[config.mk]
export PLATFORM = sky130hd
export DESIGN_NAME = bank_biu_linefill_rd_flat
export DESIGN_NICKNAME = d
export VERILOG_FILES = /design/src/rtl/bank_biu_pkg.sv /design/src/rtl/bank_biu_linefill_rd_if.sv /design/src/rtl/bank_biu_req_fifo.sv /design/src/rtl/bank_biu_linefill_rd.sv /design/src/flat_wrapper.sv
export SDC_FILE = /design/constraint.sdc
export NUM_CORES = 1
export LEC_CHECK = 0
export CAP_MARGIN = 20
export CORE_AREA = 5 5 192 194
export CTS_BUF_LIST = sky130_fd_sc_hd__clkbuf_4 sky130_fd_sc_hd__clkbuf_8
export CTS_CLUSTER_SIZE = 8
export DETAILED_ROUTE_END_ITERATION = 6
export DIE_AREA = 0 0 197 199
export GPL_ROUTABILITY_DRIVEN = 0
export PLACE_DENSITY = 0.78
export SLEW_MARGIN = 20
export SYNTH_ARGS = -nofsm -noshare
export SYNTH_HDL_FRONTEND = slang
export SYNTH_SLANG_ARGS = --single-unit
[constraint.sdc]
create_clock -name clk_i -period 12.5 [get_ports clk_i]
set_clock_uncertainty 0.05 [all_clocks]
set_input_delay 2.5 -clock clk_i [delete_from_list [all_inputs] [get_ports clk_i]]
set_output_delay 2.5 -clock clk_i [all_outputs]
set_load 0.02 [all_outputs]
[src/rtl/bank_biu_pkg.sv]
// Shared constants and types for the cache-bank read-side bus interface.
package bank_biu_pkg;

  localparam logic [7:0] ARLEN_LINE = 8'd1;
  localparam logic [2:0] ARSIZE_16B = 3'd4;
  localparam logic [1:0] BURST_INCR = 2'b01;

  localparam int LINE_BEATS = 2;
  localparam int BEAT_W     = 128;
  localparam int LINE_W     = 256;
  localparam int ID_W       = 6;

  // Widest address the request entry can carry; the top truncates to ADDR_WIDTH.
  localparam int REQ_ADDR_W = 64;

  typedef struct packed {
    logic [REQ_ADDR_W-1:0] addr;
    logic [2:0]            set;
    logic [2:0]            way;
  } req_entry_t;

  typedef enum logic [1:0] {
    R_BEAT0,
    R_BEAT1,
    R_OUT
  } r_state_e;

endpackage

[src/rtl/bank_biu_linefill_rd_if.sv]
// Bus bundle for bank_biu_linefill_rd: HTU request, AXI AR/R and ISU line delivery.
// Optional rresp error ports exist only when BIU_RRESP_CHECK_EN is defined.
interface bank_biu_linefill_rd_if
  import bank_biu_pkg::*;
#(
  parameter int ADDR_WIDTH = 32
);

  logic                  htu_biu_req_valid_i;
  logic                  htu_biu_req_ready_o;
  logic [ADDR_WIDTH-1:0] htu_biu_req_addr_i;
  logic [2:0]            htu_biu_req_set_i;
  logic [2:0]            htu_biu_req_way_i;

  logic                  biu_mem_arvalid_o;
  logic                  biu_mem_arready_i;
  logic [ADDR_WIDTH-1:0] biu_mem_araddr_o;
  logic [ID_W-1:0]       biu_mem_arid_o;
  logic [7:0]            biu_mem_arlen_o;
  logic [2:0]            biu_mem_arsize_o;
  logic [1:0]            biu_mem_arburst_o;

  logic                  mem_biu_rvalid_i;
  logic                  mem_biu_rready_o;
  logic [BEAT_W-1:0]     mem_biu_rdata_i;
  logic [ID_W-1:0]       mem_biu_rid_i;
  logic                  mem_biu_rlast_i;
  logic [1:0]            mem_biu_rresp_i;

  logic                  biu_isu_rvalid_o;
  logic                  biu_isu_rready_i;
  logic [LINE_W-1:0]     biu_isu_rdata_o;
  logic [ID_W-1:0]       biu_isu_rid_o;
  logic [6:0]            biu_outstanding_o;
`ifdef BIU_RRESP_CHECK_EN
  logic                  biu_rresp_err_o;
  logic [ID_W-1:0]       biu_rresp_err_id_o;
`endif

  modport slave (
    input  htu_biu_req_valid_i, htu_biu_req_addr_i, htu_biu_req_set_i, htu_biu_req_way_i,
    output htu_biu_req_ready_o,
    output biu_mem_arvalid_o, biu_mem_araddr_o, biu_mem_arid_o, biu_mem_arlen_o,
    output biu_mem_arsize_o, biu_mem_arburst_o,
    input  biu_mem_arready_i,
    input  mem_biu_rvalid_i, mem_biu_rdata_i, mem_biu_rid_i, mem_biu_rlast_i, mem_biu_rresp_i,
    output mem_biu_rready_o,
    output biu_isu_rvalid_o, biu_isu_rdata_o, biu_isu_rid_o, biu_outstanding_o,
    input  biu_isu_rready_i
`ifdef BIU_RRESP_CHECK_EN
    , output biu_rresp_err_o, biu_rresp_err_id_o
`endif
  );

  modport master (
    output htu_biu_req_valid_i, htu_biu_req_addr_i, htu_biu_req_set_i, htu_biu_req_way_i,
    input  htu_biu_req_ready_o,
    input  biu_mem_arvalid_o, biu_mem_araddr_o, biu_mem_arid_o, biu_mem_arlen_o,
    input  biu_mem_arsize_o, biu_mem_arburst_o,
    output biu_mem_arready_i,
    output mem_biu_rvalid_i, mem_biu_rdata_i, mem_biu_rid_i, mem_biu_rlast_i, mem_biu_rresp_i,
    input  mem_biu_rready_o,
    input  biu_isu_rvalid_o, biu_isu_rdata_o, biu_isu_rid_o, biu_outstanding_o,
    output biu_isu_rready_i
`ifdef BIU_RRESP_CHECK_EN
    , input biu_rresp_err_o, biu_rresp_err_id_o
`endif
  );

endinterface

[src/rtl/bank_biu_req_fifo.sv]
// Generic synchronous FIFO with full/empty flags; DEPTH must be a power of 2.
module bank_biu_req_fifo #(
  parameter int WIDTH = 8,
  parameter int DEPTH = 4
) (
  input  logic             i_clk,
  input  logic             i_rst,
  input  logic             i_push,
  input  logic [WIDTH-1:0] i_din,
  input  logic             i_pop,
  output logic [WIDTH-1:0] o_dout,
  output logic             o_full,
  output logic             o_empty
);

  localparam int AW = $clog2(DEPTH);
  localparam logic [AW:0] PTR_ONE = 1;

  logic [WIDTH-1:0] r_mem [DEPTH];
  // One extra pointer bit separates full from empty when the indices match.
  logic [AW:0]      r_wr_ptr;
  logic [AW:0]      r_rd_ptr;
  logic             w_do_push;
  logic             w_do_pop;

  assign w_do_push = i_push && !o_full;
  assign w_do_pop  = i_pop && !o_empty;

  always_ff @(posedge i_clk) begin
    if (w_do_push) r_mem[r_wr_ptr[AW-1:0]] <= i_din;
  end

  always_ff @(posedge i_clk or posedge i_rst) begin
    if (i_rst) begin
      r_wr_ptr <= '0;
      r_rd_ptr <= '0;
    end else begin
      if (w_do_push) r_wr_ptr <= r_wr_ptr + PTR_ONE;
      if (w_do_pop)  r_rd_ptr <= r_rd_ptr + PTR_ONE;
    end
  end

  assign o_dout  = r_mem[r_rd_ptr[AW-1:0]];
  assign o_full  = (r_wr_ptr[AW] != r_rd_ptr[AW]) && (r_wr_ptr[AW-1:0] == r_rd_ptr[AW-1:0]);
  assign o_empty = (r_wr_ptr == r_rd_ptr);

endmodule

[src/rtl/bank_biu_linefill_rd.sv]
// Cache-bank linefill read path: queues HTU requests, issues 2-beat AXI bursts, assembles lines for the ISU.
// Define BIU_RRESP_CHECK_EN to add the sticky rresp error flag and first-error id outputs.
module bank_biu_linefill_rd
  import bank_biu_pkg::*;
#(
  parameter int REQ_FIFO_DEPTH  = 4,
  parameter int MAX_OUTSTANDING = 8,
  parameter int ADDR_WIDTH      = 32
) (
  input logic                   clk_i,
  input logic                   rst_i,
  bank_biu_linefill_rd_if.slave bus
);

  localparam logic [6:0] MAX_OUT = 7'(MAX_OUTSTANDING);

  req_entry_t        w_push_entry;
  req_entry_t        w_head;
  logic              w_fifo_full;
  logic              w_fifo_empty;
  logic              w_push;
  logic              w_arvalid;
  logic              w_ar_hs;
  logic              w_r_hs;
  logic              w_last_hs;
  logic              w_rready;
  logic              w_isu_rvalid;
  logic              w_cap_beat0;
  logic              w_cap_beat1;
  r_state_e          r_state;
  r_state_e          w_state_nxt;
  logic [6:0]        r_outstanding;
  logic [LINE_W-1:0] r_line;
  logic [ID_W-1:0]   r_id;

  always_comb begin
    w_push_entry.addr = REQ_ADDR_W'(bus.htu_biu_req_addr_i);
    w_push_entry.set  = bus.htu_biu_req_set_i;
    w_push_entry.way  = bus.htu_biu_req_way_i;
  end

  assign w_push = bus.htu_biu_req_valid_i && !w_fifo_full;

  bank_biu_req_fifo #(
    .WIDTH ($bits(req_entry_t)),
    .DEPTH (REQ_FIFO_DEPTH)
  ) u_req_fifo (
    .i_clk   (clk_i),
    .i_rst   (rst_i),
    .i_push  (w_push),
    .i_din   (w_push_entry),
    .i_pop   (w_ar_hs),
    .o_dout  (w_head),
    .o_full  (w_fifo_full),
    .o_empty (w_fifo_empty)
  );

  // AR is driven straight from the FIFO head, so it stays stable until popped.
  assign w_arvalid = !w_fifo_empty && (r_outstanding < MAX_OUT);
  assign w_ar_hs   = w_arvalid && bus.biu_mem_arready_i;
  assign w_r_hs    = bus.mem_biu_rvalid_i && w_rready;
  assign w_last_hs = w_r_hs && bus.mem_biu_rlast_i;

  assign bus.htu_biu_req_ready_o = !w_fifo_full;
  assign bus.biu_mem_arvalid_o   = w_arvalid;
  assign bus.biu_mem_araddr_o    = {w_head.addr[ADDR_WIDTH-1:5], 5'b0};
  assign bus.biu_mem_arid_o      = {w_head.set, w_head.way};
  assign bus.biu_mem_arlen_o     = ARLEN_LINE;
  assign bus.biu_mem_arsize_o    = ARSIZE_16B;
  assign bus.biu_mem_arburst_o   = BURST_INCR;

  always_ff @(posedge clk_i or posedge rst_i) begin
    if (rst_i) begin
      r_outstanding <= '0;
    end else begin
      case ({w_ar_hs, w_last_hs})
        2'b10:   r_outstanding <= r_outstanding + 7'd1;
        2'b01:   r_outstanding <= r_outstanding - 7'd1;
        default: r_outstanding <= r_outstanding;
      endcase
    end
  end

  always_ff @(posedge clk_i or posedge rst_i) begin
    if (rst_i) r_state <= R_BEAT0;
    else       r_state <= w_state_nxt;
  end

  // In R_OUT the R channel only opens when the ISU takes the line, letting beat0 of the next line overlap.
  always_comb begin
    w_state_nxt  = r_state;
    w_rready     = 1'b1;
    w_isu_rvalid = 1'b0;
    w_cap_beat0  = 1'b0;
    w_cap_beat1  = 1'b0;
    unique case (r_state)
      R_BEAT0: begin
        if (bus.mem_biu_rvalid_i) begin
          w_cap_beat0 = 1'b1;
          w_state_nxt = R_BEAT1;
        end
      end
      R_BEAT1: begin
        if (bus.mem_biu_rvalid_i) begin
          w_cap_beat1 = 1'b1;
          w_state_nxt = R_OUT;
        end
      end
      R_OUT: begin
        w_isu_rvalid = 1'b1;
        w_rready     = bus.biu_isu_rready_i;
        if (bus.biu_isu_rready_i) begin
          if (bus.mem_biu_rvalid_i) begin
            w_cap_beat0 = 1'b1;
            w_state_nxt = R_BEAT1;
          end else begin
            w_state_nxt = R_BEAT0;
          end
        end
      end
      default: w_state_nxt = R_BEAT0;
    endcase
  end

  always_ff @(posedge clk_i or posedge rst_i) begin
    if (rst_i) begin
      r_line <= '0;
      r_id   <= '0;
    end else begin
      if (w_cap_beat0) begin
        r_line[BEAT_W-1:0] <= bus.mem_biu_rdata_i;
        r_id               <= bus.mem_biu_rid_i;
      end
      if (w_cap_beat1) r_line[LINE_W-1:BEAT_W] <= bus.mem_biu_rdata_i;
    end
  end

  assign bus.mem_biu_rready_o  = w_rready;
  assign bus.biu_isu_rvalid_o  = w_isu_rvalid;
  assign bus.biu_isu_rdata_o   = r_line;
  assign bus.biu_isu_rid_o     = r_id;
  assign bus.biu_outstanding_o = r_outstanding;

  logic w_unused;
`ifdef BIU_RRESP_CHECK_EN
  logic            r_err;
  logic [ID_W-1:0] r_err_id;

  always_ff @(posedge clk_i or posedge rst_i) begin
    if (rst_i) begin
      r_err    <= 1'b0;
      r_err_id <= '0;
    end else if (w_r_hs && (bus.mem_biu_rresp_i != 2'b00) && !r_err) begin
      r_err    <= 1'b1;
      r_err_id <= bus.mem_biu_rid_i;
    end
  end

  assign bus.biu_rresp_err_o    = r_err;
  assign bus.biu_rresp_err_id_o = r_err_id;
  assign w_unused = ^{w_head.addr[REQ_ADDR_W-1:ADDR_WIDTH], w_head.addr[4:0]};
`else
  assign w_unused = ^{w_head.addr[REQ_ADDR_W-1:ADDR_WIDTH], w_head.addr[4:0], bus.mem_biu_rresp_i};
`endif

endmodule

[src/flat_wrapper.sv]
// flat-port wrapper written by rule: the top's interface ports become plain ports
module bank_biu_linefill_rd_flat import bank_biu_pkg::*;
#(
  parameter int REQ_FIFO_DEPTH  = 4,
  parameter int MAX_OUTSTANDING = 8,
  parameter int ADDR_WIDTH      = 32
)
  (clk_i, rst_i, bus_htu_biu_req_valid_i, bus_htu_biu_req_addr_i, bus_htu_biu_req_set_i, bus_htu_biu_req_way_i, bus_htu_biu_req_ready_o, bus_biu_mem_arvalid_o, bus_biu_mem_araddr_o, bus_biu_mem_arid_o, bus_biu_mem_arlen_o, bus_biu_mem_arsize_o, bus_biu_mem_arburst_o, bus_biu_mem_arready_i, bus_mem_biu_rvalid_i, bus_mem_biu_rdata_i, bus_mem_biu_rid_i, bus_mem_biu_rlast_i, bus_mem_biu_rresp_i, bus_mem_biu_rready_o, bus_biu_isu_rvalid_o, bus_biu_isu_rdata_o, bus_biu_isu_rid_o, bus_biu_outstanding_o, bus_biu_isu_rready_i);
  bank_biu_linefill_rd_if #(.ADDR_WIDTH(ADDR_WIDTH)) bus_i ();
  input logic clk_i;
  input logic rst_i;
  input wire logic [$bits(bus_i.htu_biu_req_valid_i)-1:0] bus_htu_biu_req_valid_i;
  input wire logic [$bits(bus_i.htu_biu_req_addr_i)-1:0] bus_htu_biu_req_addr_i;
  input wire logic [$bits(bus_i.htu_biu_req_set_i)-1:0] bus_htu_biu_req_set_i;
  input wire logic [$bits(bus_i.htu_biu_req_way_i)-1:0] bus_htu_biu_req_way_i;
  output wire logic [$bits(bus_i.htu_biu_req_ready_o)-1:0] bus_htu_biu_req_ready_o;
  output wire logic [$bits(bus_i.biu_mem_arvalid_o)-1:0] bus_biu_mem_arvalid_o;
  output wire logic [$bits(bus_i.biu_mem_araddr_o)-1:0] bus_biu_mem_araddr_o;
  output wire logic [$bits(bus_i.biu_mem_arid_o)-1:0] bus_biu_mem_arid_o;
  output wire logic [$bits(bus_i.biu_mem_arlen_o)-1:0] bus_biu_mem_arlen_o;
  output wire logic [$bits(bus_i.biu_mem_arsize_o)-1:0] bus_biu_mem_arsize_o;
  output wire logic [$bits(bus_i.biu_mem_arburst_o)-1:0] bus_biu_mem_arburst_o;
  input wire logic [$bits(bus_i.biu_mem_arready_i)-1:0] bus_biu_mem_arready_i;
  input wire logic [$bits(bus_i.mem_biu_rvalid_i)-1:0] bus_mem_biu_rvalid_i;
  input wire logic [$bits(bus_i.mem_biu_rdata_i)-1:0] bus_mem_biu_rdata_i;
  input wire logic [$bits(bus_i.mem_biu_rid_i)-1:0] bus_mem_biu_rid_i;
  input wire logic [$bits(bus_i.mem_biu_rlast_i)-1:0] bus_mem_biu_rlast_i;
  input wire logic [$bits(bus_i.mem_biu_rresp_i)-1:0] bus_mem_biu_rresp_i;
  output wire logic [$bits(bus_i.mem_biu_rready_o)-1:0] bus_mem_biu_rready_o;
  output wire logic [$bits(bus_i.biu_isu_rvalid_o)-1:0] bus_biu_isu_rvalid_o;
  output wire logic [$bits(bus_i.biu_isu_rdata_o)-1:0] bus_biu_isu_rdata_o;
  output wire logic [$bits(bus_i.biu_isu_rid_o)-1:0] bus_biu_isu_rid_o;
  output wire logic [$bits(bus_i.biu_outstanding_o)-1:0] bus_biu_outstanding_o;
  input wire logic [$bits(bus_i.biu_isu_rready_i)-1:0] bus_biu_isu_rready_i;
  assign bus_i.htu_biu_req_valid_i = bus_htu_biu_req_valid_i;
  assign bus_i.htu_biu_req_addr_i = bus_htu_biu_req_addr_i;
  assign bus_i.htu_biu_req_set_i = bus_htu_biu_req_set_i;
  assign bus_i.htu_biu_req_way_i = bus_htu_biu_req_way_i;
  assign bus_htu_biu_req_ready_o = bus_i.htu_biu_req_ready_o;
  assign bus_biu_mem_arvalid_o = bus_i.biu_mem_arvalid_o;
  assign bus_biu_mem_araddr_o = bus_i.biu_mem_araddr_o;
  assign bus_biu_mem_arid_o = bus_i.biu_mem_arid_o;
  assign bus_biu_mem_arlen_o = bus_i.biu_mem_arlen_o;
  assign bus_biu_mem_arsize_o = bus_i.biu_mem_arsize_o;
  assign bus_biu_mem_arburst_o = bus_i.biu_mem_arburst_o;
  assign bus_i.biu_mem_arready_i = bus_biu_mem_arready_i;
  assign bus_i.mem_biu_rvalid_i = bus_mem_biu_rvalid_i;
  assign bus_i.mem_biu_rdata_i = bus_mem_biu_rdata_i;
  assign bus_i.mem_biu_rid_i = bus_mem_biu_rid_i;
  assign bus_i.mem_biu_rlast_i = bus_mem_biu_rlast_i;
  assign bus_i.mem_biu_rresp_i = bus_mem_biu_rresp_i;
  assign bus_mem_biu_rready_o = bus_i.mem_biu_rready_o;
  assign bus_biu_isu_rvalid_o = bus_i.biu_isu_rvalid_o;
  assign bus_biu_isu_rdata_o = bus_i.biu_isu_rdata_o;
  assign bus_biu_isu_rid_o = bus_i.biu_isu_rid_o;
  assign bus_biu_outstanding_o = bus_i.biu_outstanding_o;
  assign bus_i.biu_isu_rready_i = bus_biu_isu_rready_i;
  bank_biu_linefill_rd #(.REQ_FIFO_DEPTH(REQ_FIFO_DEPTH), .MAX_OUTSTANDING(MAX_OUTSTANDING), .ADDR_WIDTH(ADDR_WIDTH)) u_core (.clk_i(clk_i), .rst_i(rst_i), .bus(bus_i));
endmodule
== Yosys cells after proc, flatten, opt, wreduce, memory -nomap -nowiden ==
Memory sizes are Yosys's and may differ from the RTL's.
Index checks and enable logic that the tools add are counted.

* Equality and inequality tests: 10
* Magnitude comparators: 1
* Reduce and logical (&&, ||, !) cells: 13
* $add $sub $neg: 4
* Mux-type cells: 14

{| class="wikitable"
|+ Operator list
! operator !! number
|-
| $pmux W7 S2 || 1
|-
| $logic_and A1 B1 Y1 || 8
|-
| $mux W1 || 8
|-
| $add A7 B1 Y7 const B || 1
|-
| $lt A7 B4 Y1 const B || 1
|-
| $sub A7 B1 Y7 const B || 1
|-
| $add A3 B1 Y3 const B || 2
|-
| $mux W2 || 3
|-
| $ne A2 B2 Y1 const B || 3
|-
| $pmux W2 S3 || 1
|-
| $eq A2 B1 Y1 const B || 2
|-
| $eq A2 B2 Y1 const B || 2
|-
| $eq A3 B3 Y1 || 1
|-
| $reduce_and A3 Y1 || 1
|-
| $eq A2 B2 Y1 || 1
|-
| $logic_not A1 Y1 || 2
|-
| $logic_not A2 Y1 || 1
|-
| $pmux W1 S2 || 1
|-
| $reduce_bool A2 Y1 || 1
|-
| $ne A1 B1 Y1 || 1
|}

* Memories: 1
* RAM bits: 152
* Output and inout bits: 324
* Logic and storage cells: 50
* Bits of input ports: 181
* Register bits after elaboration: 277

{| class="wikitable"
|+ Memories
! memory !! depth !! width !! rd ports !! clocked after memory_dff !! wr ports !! line !! text
|-
| u_core.u_req_fifo.r_mem || 4 || 38 || 1 || 0 || 1 || bank_biu_req_fifo.sv:19 || <nowiki>logic [WIDTH-1:0] r_mem [DEPTH];</nowiki>
|}

== Longest topological paths before layout ==
* Depth after elaboration: 7
* Depth in mapped cells: 11
* Depth with buffers taken out: 11

== Cells and area by module ==
A second synthesis with hierarchy kept.

* Cells, all modules: 1064
* Area total of the unflattened synthesis: 21370.5 um^2

{| class="wikitable"
|+ Modules (own cells, without submodules)
! module !! instances !! cells each !! seq. area each (um^2) !! area each (um^2)
|-
| bank_biu_linefill_rd || 1 || 649 || 6781.5 || 10757.8
|-
| bank_biu_req_fifo || 1 || 415 || 8558.2 || 10612.7
|}

== Least setup slack after synthesis ==
Ideal clock, no wire load.

* Kind: in2out
* Start point: input bus_biu_isu_rready_i
* End point: output bus_mem_biu_rready_o
* Arrival time: 2.731 ns
* Data required time: 9.950 ns
* Stages on the path: 1
* Path buffers: 0
* Slack: 7.219 ns
* Cell sequence: nand2b_1

* Cells in the longest elaborated chain, start to end: 1

{| class="wikitable"
|+ Ends and longest elaborated chain
! item !! line !! text
|-
| from (decl) || flat_wrapper.sv:34 || <nowiki>input wire logic [$bits(bus_i.biu_isu_rready_i)-1:0] bus_biu_isu_rready_i;</nowiki>
|-
| $mux W1 || bank_biu_linefill_rd.sv:96 || <nowiki>unique case (r_state)</nowiki>
|-
| to (decl) || flat_wrapper.sv:29 || <nowiki>output wire logic [$bits(bus_i.mem_biu_rready_o)-1:0] bus_mem_biu_rready_o;</nowiki>
|}

Every way passes these cells.

== Final worst setup path ==
Same ends and word-level chain as after synthesis.

==> out/results.tsv <==
stage	metric	value	unit
run_status	outcome	complete, no violations	
floorplan	rows	69	
place	numPortBuffers	479	
sta	layout_setup_ws	6.10	ns
critical_path	crit_top_cell	clkdlybuf4s50_1	
drt	wl_per_cell	23.6	microns
clock_tree	clock_path_buffers	3	
drt	vias	9436	
synthesis	yosysWarnings	0	
drt	drc	0	
floorplan	coreArea	35100	sq um
global_route	antenna_found_initial	4	
synthesis	ys_top_cells_by_area	dfrtp_1 44%, edfxtp_1 25%, mux2_2 18%, mux4_2 4.7%, buf_4 0.91%	
drt	ant_nets	0	
sta	rsz0062_at_grt	false	
synthesis	ys_seq_elements	409	
final_layout	nFillCells	2502	
synthesis	ys_seq_area_share	69.6	%
clock_tree	insertion_delay	0.61	ns
floorplan	io_pins	505	
critical_path	crit_path_end_kind	primary output	
synthesis	yosys.area.top_type_share	44.3	%
final_layout	syn_to_final_growth	42.4	%
floorplan	die_x	197	microns
synthesis	synthArstFlopShare	67.7	%
critical_path	slowest_delay	0.64	ns
sta	post-route-period-util	51.2	%
critical_path	worst-path-max-fanout	3	
place	hpwl	31800	microns
sta	period_minus_slack	6.40	ns
drt	wl	44500	microns
clock_tree	post_cts_buffers	0	
floorplan	die-area	39200	sq um
sta	hold_viol_final	0	
synthesis	synthesis.area	15700	sq um
global_route	grt_usage	22.5	%
critical_path	critPathTopFamily	buffers and inverters	
synthesis	synth_cells	850	
hold_path	hp-class	reg2reg	
drt	viasPerCell	5.00	
power	leakage	8.83	nW
final_layout	drive_gt1_share	30.6	%
sta	max_freq	156	MHz
synthesis	avgSynthCellArea	18.4	sq um
clock_tree	cts_made_buffers	70	
floorplan	die_h	199	microns
clock_tree	ctsResizeCount	0	
critical_path	critPathLaunchType	primary input	
global_route	grt_pass1_wl	66200	microns
sta	setup_viol	0	
critical_path	crit_chain	clkdlybuf4s50_1 > nand2b_1 > clkdlybuf4s50_1	
critical_path	cp_data_arrival_time	3.85	ns
floorplan	start_util	44.7	%
sta	relSlewSlack	25.3	%
sta	finalMaxSlewViolations	0	
critical_path	required	9.95	ns
job	drv_cap	0	
place	place_ws	6.11	ns
critical_path	cp_slowest_cell	clkdlybuf4s50_1	
drt	drtPass1Iterations	4	
power	ir_drop	0.196	mV
critical_path	path_buf_inv	2	
drt	first_iter_violations	372	
global_route	grt_pass1_vias	10800	
power	p_per_area	285	nW/um^2
power	power	6.34	mW
clock_tree	cts_num_sinks	409	
final_layout	fin_nets	1565	
synthesis	synth-edff-count	132	
synthesis	synth_flop_cell	dfrtp_1	
clock_tree	htree_levels	3	
sta	worst_pin_slew	1.12	ns
clock_tree	tritoncts	done	
clock_tree	cts.clk_slew.worst_paths	0.06	ns
synthesis	synth.largest_area_cell	dfrtp_1	
global_route	grt_max_degree	126	
synthesis	ys_types	46	
critical_path	crit_type	in2out	
clock_tree	clock-root-buffer	clkbuf_8	
sta	fin_tns_setup	0	ns
global_route	grt_overflow	0	
clock_tree	hold_buffers	0	
## cell type report
class	instances	area, sq um	area share, %
Clock inverter	11	88.8	0.399
Timing Repair Buffer	489	4870	21.9
Tap cell	461	577	2.59
Inverter	10	45.0	0.202
Sequential cell	409	10900	48.9
Antenna cell	4	10.0	0.0449
Clock buffer	112	1360	6.10
Multi-Input combinational cell	392	4430	19.9
## power by group
group | internal [mW] | switching, mW | total (mW)
Clock | 0.708 | 0.533 | 1.24
Combinational | 1.44 | 1.45 | 2.88
Sequential | 1.93 | 0.280 | 2.21
## state kept, by name, summed over array words and instances, names as in the netlist
register	cells
u_core.r_state	2
u_core.u_req_fifo.r_rd_ptr	3
u_core.bus.biu_isu_rid_o	6
u_core.bus.biu_isu_rdata_o	256
u_core.u_req_fifo.r_wr_ptr	3
u_core.u_req_fifo.r_mem	132
u_core.bus.biu_outstanding_o	7
## logic make-up after synthesis
| logic type | share of synthesized area, % |
|---|---|
| DFF | 69.6 |
| muxes | 23.7 |
| buffers and inverters | 2.55 |
| and+or+nand+nor | 1.27 |
| AOI/OAI and AO/OA | 1.16 |
| adders and majority gates | 1.01 |
| xor gates and xnor gates | 0.656 |
| other | 0.0480 |
## through the flow
| step | utilization (%) | cells | hold slack [ns] | area (sq um) |
|---|---|---|---|---|
| 2_1_floorplan | - | 866 | 0.431 | 15700 |
| 3_3_place_gp | 59.4 | 1761 | 0.420 | 20800 |
| 3_5_place_dp | 59.4 | 1761 | 0.432 | 20800 |
| 4_1_cts | 63.5 | 1884 | 0.446 | 22300 |
| 5_1_grt | 63.6 | 1888 | 0.465 | 22300 |
| 6_report | 63.6 | 1888 | 0.444 | 22300 |
## Yosys cell counts (all sizes together) (5+ instances only)
master,n
and2,5
buf,52
dfrtp,277
edfxtp,132
ha,11
inv,10
mux2,263
mux4,33
nand2,8
nor2,6
o21ai,7
xnor2,5
xor2,5
## path summary, 6_finish.rpt
check,start,to,slack (ns),cells after the start
max,bus_biu_isu_rready_i,bus_mem_biu_rready_o,6.10,3
min reg2reg,u_core.bus.biu_isu_rdata_o[42]$_DFFE_PP0P_,u_core.bus.biu_isu_rdata_o[42]$_DFFE_PP0P_,0.44,1
min,u_core.bus.biu_isu_rdata_o[42]$_DFFE_PP0P_,u_core.bus.biu_isu_rdata_o[42]$_DFFE_PP0P_,0.44,1
max reg2reg,u_core.r_state[1]$_DFFE_PP0P_,u_core.bus.biu_isu_rdata_o[68]$_DFFE_PP0P_,9.18,6
min in group asynchronous,rst_i,u_core.bus.biu_isu_rdata_o[204]$_DFFE_PP0P_,2.44,2
max in group asynchronous,rst_i,u_core.u_req_fifo.r_rd_ptr[0]$_DFFE_PP0P_,7.75,4
## routing by layer
metal	part of all wire, %	track usage [%]	wire length (microns)	up-vias
li1	-	-	-	4150
met1	35	25.2	15700	4828
met2	50	36.8	22400	374
met3	12	11.4	5120	84
met4	2.9	8.91	1280	0
met5	0	0	0	-
## placed cells by master (no fill, tap or decap), types with 2 or more instances in the layout
master           count
mux4_2              33
mux2_2             256
nand2_1              7
clkinvlp_4           4
conb_1              18
xnor2_2              2
dfrtp_1            276
clkdlybuf4s50_1    479
edfxtp_1           132
nor2_1               5
clkbuf_4            29
buf_4                9
o21ai_0              6
diode_2              4
a21oi_1              3
mux2_1               6
inv_1                9
nand2b_1             3
nand3_1              2
xor2_1               5
clkbuf_8            83
clkinv_2             5
ha_1                11
a211o_1              2
a21o_1               3
xnor2_1              3
and2_1               4
nor3_1               2
No activity file was read; power rests on OpenSTA's default activity.
